<file path="config.mk">
export PLATFORM = sky130hd
export DESIGN_NAME = module_data_arbiter
export DESIGN_NICKNAME = d
export VERILOG_FILES = /design/src/rtl/module_data_arb_pkg.sv /design/src/rtl/module_data_arbiter_rr_pick.sv /design/src/rtl/module_data_arbiter.sv
export SDC_FILE = /design/constraint.sdc
export NUM_CORES = 1
export LEC_CHECK = 0
export ABC_AREA = 1
export CELL_PAD_IN_SITES_DETAIL_PLACEMENT = 1
export CELL_PAD_IN_SITES_GLOBAL_PLACEMENT = 1
export CORE_AREA = 4 4 274 276
export CTS_BUF_LIST = sky130_fd_sc_hd__clkbuf_16
export DETAILED_ROUTE_END_ITERATION = 10
export DIE_AREA = 0 0 278 280
export PLACE_DENSITY = 0.86
export REMOVE_ABC_BUFFERS = 1
export SLEW_MARGIN = 40
export SYNTH_ARGS = -nofsm -noshare
export SYNTH_HDL_FRONTEND = slang
export SYNTH_SLANG_ARGS = --single-unit
</file>
<file path="constraint.sdc">
create_clock -name clk -period 4.55 [get_ports clk]
set_input_delay 0.91 -clock clk [delete_from_list [all_inputs] [get_ports clk]]
set_output_delay 0.91 -clock clk [all_outputs]
set_load 0.01 [all_outputs]
</file>
<file path="src/rtl/module_data_arb_pkg.sv">
// Shared types and constants for the module data arbiter.
// Sizes match the four-module readout with a 128-bit event path.
package module_data_arb_pkg;

    localparam int NMODULES = 4;
    localparam int LENGTH   = 128;
    localparam int BURST_W  = 4;
    localparam int CNT_W    = 48;
    localparam int SRC_W    = $clog2(NMODULES);

    typedef enum logic {
        IDLE,
        GRANT
    } arb_state_t;

endpackage

</file>
<file path="src/rtl/module_data_arbiter_rr_pick.sv">
// Round-robin first-set search: lowest request at or above ptr,
// wrapping; shared with the command-path arbiter.
module rr_pick #(
    parameter int N = 4,
    parameter int W = (N > 1) ? $clog2(N) : 1
) (
    input  logic [N-1:0] req,
    input  logic [W-1:0] ptr,
    output logic [W-1:0] idx,
    output logic         any
);

    // Walk offsets from farthest to nearest so the nearest hit wins.
    always_comb begin
        idx = '0;
        any = 1'b0;
        for (int k = N - 1; k >= 0; k--) begin
            logic [W-1:0] j;
            j = W'((int'(ptr) + k) % N);
            if (req[j]) begin
                idx = j;
                any = 1'b1;
            end
        end
    end

endmodule

</file>
<file path="src/rtl/module_data_arbiter.sv">
// Round-robin arbiter sharing the eth TX FIFO event path between
// the per-module rx FIFOs, with burst limit and word counters.
module module_data_arbiter
    import module_data_arb_pkg::*;
#(
    parameter int NMODULES = module_data_arb_pkg::NMODULES,
    parameter int LENGTH   = module_data_arb_pkg::LENGTH,
    parameter int BURST_W  = module_data_arb_pkg::BURST_W,
    parameter int CNT_W    = module_data_arb_pkg::CNT_W,
    localparam int SW      = $clog2(NMODULES)
) (
    input  logic                         clk,
    input  logic                         rst_n,
    input  logic [NMODULES-1:0]          in_valid,
    output logic [NMODULES-1:0]          in_ready,
    input  logic [NMODULES*LENGTH-1:0]   in_data,
    output logic                         out_valid,
    input  logic                         out_ready,
    output logic [LENGTH-1:0]            out_data,
    output logic [SW-1:0]                out_src,
    input  logic [NMODULES-1:0]          enable_mask,
    input  logic [BURST_W-1:0]           burst_len,
    output logic                         grant_active,
    output logic [SW-1:0]                grant_id,
    input  logic [SW-1:0]                cnt_sel,
    input  logic [NMODULES-1:0]          cnt_clr,
    output logic [CNT_W-1:0]             cnt_val
);

    arb_state_t          state_q, state_d;
    logic [SW-1:0]       rr_ptr_q, rr_ptr_d;
    logic [SW-1:0]       grant_id_q, grant_id_d;
    logic [BURST_W-1:0]  burst_cnt_q, burst_cnt_d;
    logic [BURST_W-1:0]  blen_q, blen_d;
    logic                out_valid_q, out_valid_d;
    logic [LENGTH-1:0]   out_data_q, out_data_d;
    logic [SW-1:0]       out_src_q, out_src_d;
    logic [CNT_W-1:0]    cnt_q [NMODULES];
    logic [CNT_W-1:0]    cnt_d [NMODULES];

    logic [NMODULES-1:0] elig;
    logic                load;
    logic                xfer;
    logic                rel;
    logic [SW-1:0]       pick_idx;
    logic                pick_any;

    assign elig = in_valid & enable_mask;
    assign load = ~out_valid_q | out_ready;

    rr_pick #(
        .N (NMODULES),
        .W (SW)
    ) u_pick (
        .req (elig),
        .ptr (rr_ptr_q),
        .idx (pick_idx),
        .any (pick_any)
    );

    // Grant FSM: pick in IDLE, stream up to blen words in GRANT.
    always_comb begin
        state_d     = state_q;
        rr_ptr_d    = rr_ptr_q;
        grant_id_d  = grant_id_q;
        burst_cnt_d = burst_cnt_q;
        blen_d      = blen_q;
        in_ready    = '0;
        xfer        = 1'b0;
        rel         = 1'b0;
        unique case (state_q)
            IDLE: begin
                if (pick_any) begin
                    grant_id_d  = pick_idx;
                    burst_cnt_d = '0;
                    blen_d      = (burst_len == '0) ? BURST_W'(1)
                                                    : burst_len;
                    state_d     = GRANT;
                end
            end
            GRANT: begin
                xfer = load & in_valid[grant_id_q]
                     & enable_mask[grant_id_q];
                in_ready[grant_id_q] = xfer;
                if (xfer) begin
                    burst_cnt_d = burst_cnt_q + BURST_W'(1);
                end
                rel = ~in_valid[grant_id_q]
                    | ~enable_mask[grant_id_q]
                    | (xfer &&
                       (burst_cnt_q + BURST_W'(1) == blen_q));
                if (rel) begin
                    state_d  = IDLE;
                    rr_ptr_d = (grant_id_q == SW'(NMODULES - 1))
                             ? '0 : grant_id_q + SW'(1);
                end
            end
            default: state_d = IDLE;
        endcase
    end

    // Output register: load on transfer, drop valid once drained.
    always_comb begin
        out_valid_d = out_valid_q;
        out_data_d  = out_data_q;
        out_src_d   = out_src_q;
        if (xfer) begin
            out_valid_d = 1'b1;
            out_data_d  = in_data[grant_id_q*LENGTH +: LENGTH];
            out_src_d   = grant_id_q;
        end else if (out_ready) begin
            out_valid_d = 1'b0;
        end
    end

    // Per-source word counters; a clear beats a same-cycle increment.
    always_comb begin
        for (int i = 0; i < NMODULES; i++) begin
            cnt_d[i] = cnt_q[i];
            if (cnt_clr[i]) begin
                cnt_d[i] = '0;
            end else if (xfer && grant_id_q == SW'(i)) begin
                cnt_d[i] = cnt_q[i] + CNT_W'(1);
            end
        end
    end

    // State, output and counter registers.
    always_ff @(posedge clk or negedge rst_n) begin
        if (!rst_n) begin
            state_q     <= IDLE;
            rr_ptr_q    <= '0;
            grant_id_q  <= '0;
            burst_cnt_q <= '0;
            blen_q      <= BURST_W'(1);
            out_valid_q <= 1'b0;
            out_data_q  <= '0;
            out_src_q   <= '0;
            for (int i = 0; i < NMODULES; i++) begin
                cnt_q[i] <= '0;
            end
        end else begin
            state_q     <= state_d;
            rr_ptr_q    <= rr_ptr_d;
            grant_id_q  <= grant_id_d;
            burst_cnt_q <= burst_cnt_d;
            blen_q      <= blen_d;
            out_valid_q <= out_valid_d;
            out_data_q  <= out_data_d;
            out_src_q   <= out_src_d;
            for (int i = 0; i < NMODULES; i++) begin
                cnt_q[i] <= cnt_d[i];
            end
        end
    end

    assign out_valid    = out_valid_q;
    assign out_data     = out_data_q;
    assign out_src      = out_src_q;
    assign grant_active = (state_q == GRANT);
    assign grant_id     = grant_id_q;
    assign cnt_val      = cnt_q[cnt_sel];

endmodule

</file>
==> results.ini, run 1 <==
[synth]
ys_warn_count = 0
synth_compound_area_frac = 0.164
syn_area_per_cell_um2 = 6.27
ys_seq_area_frac = 0.354
yosys-top-cells-count = nand2_1, nor2_1, o21ai_0
ys.flop_type = dfrtp_1
synth_area_um2 = 23800
synth_seq_cells = 336
synth_cells = 3793
synth.mux.area_fraction = 0
synth-xor-area-share = 0.00774
synth_top_area_frac = 0.353
synth_top_family_by_area = simple AND/OR/NAND/NOR gates
synth_top_cell_by_area = dfrtp_1
synth_most_common_cell = nand2_1
synth_edf_count = 0
synthAdderAreaFrac = 0.00474
ys_types = 34
post_synth_and_or_nand_nor_area_fraction = 0.395
synth_area_leaders = dfrtp_1, nand2_1, nor2_1
synth_async_sr_flop_share = 1.00

[drt]
dr.pass1.iters = 5
vias = 30500
vias_per_cell = 5.62
drcViolationCount = 0
drt_first_iter_violations = 3102
postRouteAntennaNets = 0
totalWireLength_um = 159000
routedWlPerCell_um = 29.3

[clock_network]
cts_root_buf = clkbuf_16
cts-hold-fix-buffers = 0
clockBufferDepth = 3
cts_buffers = 43
cts_tree = yes
path_clk_slew_ns = 0.05
ctsResizeCount = 0
cts_sinks = 336
post_cts_buffers = 0
clk_latency_ns = 0.60
htree_levels = 2

[timing]
period_minus_slack_ns = 3.97
rsz0062_at_grt = false
finalMaxSlewViolations = 0
fin_ws_ns = 0.578
max_freq_mhz = 252
fin_skew_ns = 0.0405
slew_headroom = 0.422
worstMarginPinSlew_ns = 0.866
setup-violations-final = 0
setup_tns_ns = 0
fin_crit_sh = 0.873
finalHoldViolations = 0

[outcome]
status = complete, no violations

[worst_setup_path]
setup.worst_path.start_class = primary input
cp.required_ns = 3.64
crit_arrival_ns = 3.06
crit_type = in -> out
worstPathMaxFanout = 41
cp-end-kind = primary output

[grt]
grt.total_usage = 0.390
grt_pass1_vias = 30200
grt_first_pass_wirelength_um = 221000
antenna_found_initial = 48
grt_max_degree = 128
overflow = 0

[power_and_ir_drop]
peakVddDrop_v = 0.000387
power_density_nw_per_um2 = 465
p_leak_nw = 13.6

[final_layout]
area_delta_synth_final_pct = 39.5
drive_above_1_share = 0.0330
fin_nets = 4940

[place]
place_ws_ns = 0.688
place.gp.congestion = 1.09
dp_hpwl_um = 130000
port_buffers = 718

[floorplan]
start_util = 0.328
fp.dieArea_um2 = 77800
fp.coreArea_um2 = 72600
fp-row-count = 99
die_w_um = 278
fp.dieH_um = 280
design.portCount = 719

[job]
drv_cap = 0

[worst_hold_path]
holdCritPathClass = in -> async

[worst paths after layout]
check | to | depth (start not counted) | slack, ns | start
max | cnt_val[10] | 7 | 0.58 | cnt_sel[0]
max in group asynchronous | out_data[116]$_DFFE_PN0P_ | 4 | 3.12 | rst_n
max reg2reg | out_data[94]$_DFFE_PN0P_ | 7 | 1.48 | grant_id[1]$_DFFE_PN0P_
min reg2reg | out_data[66]$_DFFE_PN0P_ | 2 | 0.48 | out_data[66]$_DFFE_PN0P_
min in group clk | out_data[66]$_DFFE_PN0P_ | 2 | 0.48 | out_data[66]$_DFFE_PN0P_
min | out_data[109]$_DFFE_PN0P_ | 1 | 0.14 | rst_n
[metrics by stage]
stage / power (mW) / utilization / cells / hold slack [ns] / instance area (um2)
global placement: 11.8 / 0.437 / 5310 / 0.463 / 31700
global route: 16.0 / 0.457 / 5419 / 0.127 / 33200
finish: 15.4 / 0.457 / 5421 / 0.138 / 33200
floorplan: 7.37 / - / 3591 / 0.466 / 22900
detailed placement: 11.9 / 0.438 / 5312 / 0.465 / 31800
CTS: 15.2 / 0.456 / 5388 / 0.110 / 33100
[area by class of cell]
cell class,instances,area (um2)
Tap cell,959,1200
Inverter,231,881
Clock inverter,32,205
Antenna cell,33,82.6
Sequential cell,336,8420
Multi-Input combinational cell,3024,13600
Timing Repair Buffer,762,7670
Fill cell,9395,39400
Clock buffer,44,1100
[critical path: stages]
cell	delay, ns
buf_2	0.44
clkinv_2	0.29
buf_4	0.32
o21ai_0	0.23
a21oi_1	0.07
a21oi_1	0.20
clkdlybuf4s50_1	0.57
[layer usage]
metal / GRT usage / share of wire / vias to the layer above
met3: 0.102 / 0.092 / 255
met5: 0 / 0 / -
li1: - / - / 13800
met4: 0.187 / 0.058 / 0
met2: 0.609 / 0.44 / 1366
met1: 0.505 / 0.41 / 15100
[registers in the layout, indices dropped and copies added (netlist names)]
signal / count
out_data: 128
grant_id: 2
out_valid: 1
burst_cnt_q: 4
rr_ptr_q: 2
blen_q: 4
out_src: 2
cnt_q: 192
grant_active: 1
[where the power goes]
group	switching [mW]	total, mW	internal, mW
Clock	1.48	3.33	1.86
Combinational	4.95	7.61	2.66
Sequential	0.868	4.47	3.60
Total	7.30	15.4	8.12
[placed cells by master (no fill, tap or decap), drive strengths merged, types with 2 or more instances in the layout]
master         synthesis  layout
clkinv                 1      16
ha                     9       9
a21oi                123     123
o21bai                 7       7
clkdlybuf4s50          0     716
bufinv                 0       2
inv                  230     242
nand4                206     206
nor2                 647     647
clkbuf               100      44
xnor2                  5       5
xor2                  16      16
clkinvlp               0       3
or2                    2       2
nand3                178     178
dfrtp                335     335
a31oi                  2       2
diode                  0      33
nand2               1223    1223
o31ai                 10      10
o22ai                138     138
o21ai                452     452
nor3                   4       4
buf                  102      46
[cells by family after synthesis]
family | count (synthesis)
AOI/OAI and AO/OA | 733
xor gates and xnor gates | 21
adders and majority gates | 9
buffers and inverters | 433
DFF | 336
and+or+nand+nor | 2261
Power figures use the tool's default switching activity.
==> run 2, diff against run 1 <==
HOLD_SLACK_MARGIN = 0.02   (was default)
==> results of run 2 <==
Final layout, timing and power as in run 1 (identical DEF).
==> run 3, diff against run 2 <==
CAP_MARGIN = 20   (was default)
CORE_AREA = default   (was 4 4 274 276)
CORE_MARGIN = 4   (was default)
CORE_UTILIZATION = 33   (was default)
DIE_AREA = default   (was 0 0 278 280)
clock period = 4.2 ns   (was 4.55 ns; I/O delays follow)
==> run 3 against run 2 <==
Register-to-register slack worse by 0.19 ns. Clock-buffer cell count increased by 2. Final area increased by 0.39%. Routed wire length is 2.5% lower. Global-route usage decreased by 0.43 points. Critical path type unchanged. Highest routed layer is now met5.
==> results.ini, run 3 (synthesis results as in run 1) <==
[timing]
fin_crit_sh = 0.891
period_minus_slack_ns = 3.74
fin_skew_ns = 0.0393  ; -0.00114 ns
finalHoldViolations = 0  ; unchanged
worstMarginPinSlew_ns = 1.09  ; +0.226 ns
setup-violations-final = 0  ; unchanged
rsz0062_at_grt = false
max_freq_mhz = 267
finalMaxSlewViolations = 0  ; unchanged
slew_headroom = 0.264  ; -0.158

[power_and_ir_drop]
power.share.clock = 0.230  ; +0.014
total_power_mw = 16.9  ; +9.9%
switching_share = 0.466  ; -0.00687
peakVddDrop_v = 0.000508  ; +31%
power_density_nw_per_um2 = 509  ; +9.5%
p_leak_nw = 13.6  ; +0.30%
seqPwrFrac = 0.273  ; -0.017
p_comb_frac = 0.497  ; +0.003
p_switching_mw = 7.90  ; +8.3%
internal_power_mw = 9.04  ; +11%

[final_layout]
register_area_um2 = 8420  ; unchanged
multi_input_area_um2 = 13600  ; unchanged
area_delta_synth_final_pct = 40.0
final_cell_area_um2 = 33300  ; +0.39%
fin_nets = 4938  ; -0.040%
drive_above_1_share = 0.0348  ; +0.00179
largest_reg_flops = 192  ; unchanged
registers.top_by_ff_count = cnt_q
layout_common_cells = nand2_1, clkdlybuf4s50_1, nor2_1
final_common_cell = nand2_1
fillers = 9286  ; -1.2%

[worst_setup_path]
worstPathMaxFanout = 9  ; -78%
slowest_stage = clkdlybuf4s50_1
cp-end-kind = primary output
crit_arrival_ns = 2.90  ; -0.16 ns
setup.worst_path.start_class = primary input
max_stage_delay_ns = 0.62  ; +0.05 ns
cp.required_ns = 3.36  ; -0.28 ns
crit_type = in -> out
critPathTopFamily = buffers and inverters
worstPathCellList = clkdlybuf4s50_1 > nand2_1 > nand2_1 > nand3_4 > nand2_8 > nand3_4 > inv_2 > clkdlybuf4s50_1
critPathBufInv = 3  ; -1

[drt]
postRouteAntennaNets = 0  ; unchanged
dr.pass1.iters = 7  ; +2
vias = 30500  ; +0.052%
routedWlPerCell_um = 28.6  ; -2.4%
totalWireLength_um = 155000  ; -2.5%
drcViolationCount = 0  ; unchanged
drt_first_iter_violations = 2980  ; -3.9%
vias_per_cell = 5.63  ; +0.14%

[place]
place.gp.congestion = 1.05  ; -4.2%
port_buffers = 718  ; unchanged
dp_hpwl_um = 125000  ; -3.7%
placed_area_um2 = 31700  ; -0.13%

[clock_network]
cts-hold-fix-buffers = 0  ; unchanged
path_clk_slew_ns = 0.06  ; about the same
clk_latency_ns = 0.60  ; about the same
cts_buffers = 45  ; +4.7%
post_cts_buffers = 0  ; unchanged
cts_tree = yes
htree_levels = 2  ; unchanged
cts_sinks = 336  ; unchanged
cts_root_buf = clkbuf_16
clockBufferDepth = 3  ; unchanged
ctsResizeCount = 0  ; unchanged

[floorplan]
die_w_um = 276  ; -0.57%
fp.dieArea_um2 = 76400  ; -1.8%
fp-row-count = 98  ; -1.0%
fp.coreArea_um2 = 71500  ; -1.5%
start_util = 0.333  ; +0.00504
design.portCount = 719  ; unchanged
fp.dieH_um = 276  ; -1.3%

[grt]
grt_first_pass_wirelength_um = 216000  ; -1.9%
grt_pass1_vias = 29800  ; -1.4%
grt_max_degree = 178  ; +39%
overflow = 0  ; unchanged
antenna_found_initial = 45  ; -6.3%
grt.total_usage = 0.386  ; -0.00435

[worst_hold_path]
holdCritPathClass = in -> async

[outcome]
status = complete, no violations

[job]
drv_cap = 0  ; unchanged

-- run 3: cell types whose count changed in the layout (fill, tap and decap cells not counted), sizes merged --
cell    previous run  this run
buf               46        42
bufinv             2         4
clkinv            16        27
diode             33        35
inv              242       233
clkbuf            44        46
-- run 3: final timing paths --
check	from	end	slack, ns	cells past startpoint
max	enable_mask[3]	in_ready[1]	0.46	8
min	rst_n	out_data[114]$_DFFE_PN0P_	0.11	1
max reg2reg	grant_id[0]$_DFFE_PN0P_	out_data[27]$_DFFE_PN0P_	1.29	6
min reg2reg	out_data[4]$_DFFE_PN0P_	out_data[4]$_DFFE_PN0P_	0.48	2
max in group asynchronous	rst_n	out_data[127]$_DFFE_PN0P_	2.99	3
min in group clk	out_data[4]$_DFFE_PN0P_	out_data[4]$_DFFE_PN0P_	0.48	2
-- run 3: power by group through the flow --
stage / clock [mW] / sequential (mW) / combinational [mW]
2_1_floorplan: 0 / 4.82 / 3.16
5_1_grt: 4.07 / 4.65 / 8.94
3_5_place_dp: 0 / 4.63 / 8.22
4_1_cts: 3.93 / 4.58 / 8.25
3_3_place_gp: 0 / 4.60 / 8.14
6_report: 3.90 / 4.63 / 8.42
-- run 3: final cells by class --
class / count / area share
antenna: 35 / 0.00263
clock buffer: 46 / 0.0346
clock inverter: 36 / 0.00887
tap: 950 / 0.0357
timing repair buffer: 758 / 0.230
inverter: 231 / 0.0265
multi-input combinational: 3024 / 0.409
sequential: 336 / 0.253
-- run 3: stage by stage --
| step | TNS, ns | setup WS, ns | cells | utilization | hold slack [ns] |
|---|---|---|---|---|---|
| global route | 0 | 0.456 | 5412 | 0.466 | 0.118 |
| detailed placement | 0 | 0.517 | 5298 | 0.444 | 0.465 |
| floorplan | -1349.50 | -5.09 | 3591 | - | 0.466 |
| CTS | 0 | 0.518 | 5380 | 0.464 | 0.338 |
| global placement | 0 | 0.542 | 5298 | 0.444 | 0.462 |
| finish | 0 | 0.456 | 5416 | 0.466 | 0.115 |
-- run 3: layer usage --
| metal | GRT usage | routed length, um | up-vias | share of wire |
|---|---|---|---|---|
| li1 | - | - | 13800 | - |
| met1 | 0.489 | 62600 | 15000 | 0.40 |
| met2 | 0.580 | 67400 | 1379 | 0.43 |
| met3 | 0.126 | 15900 | 263 | 0.10 |
| met4 | 0.213 | 8990 | 12 | 0.058 |
| met5 | 0 | 69 | - | 0.00045 |
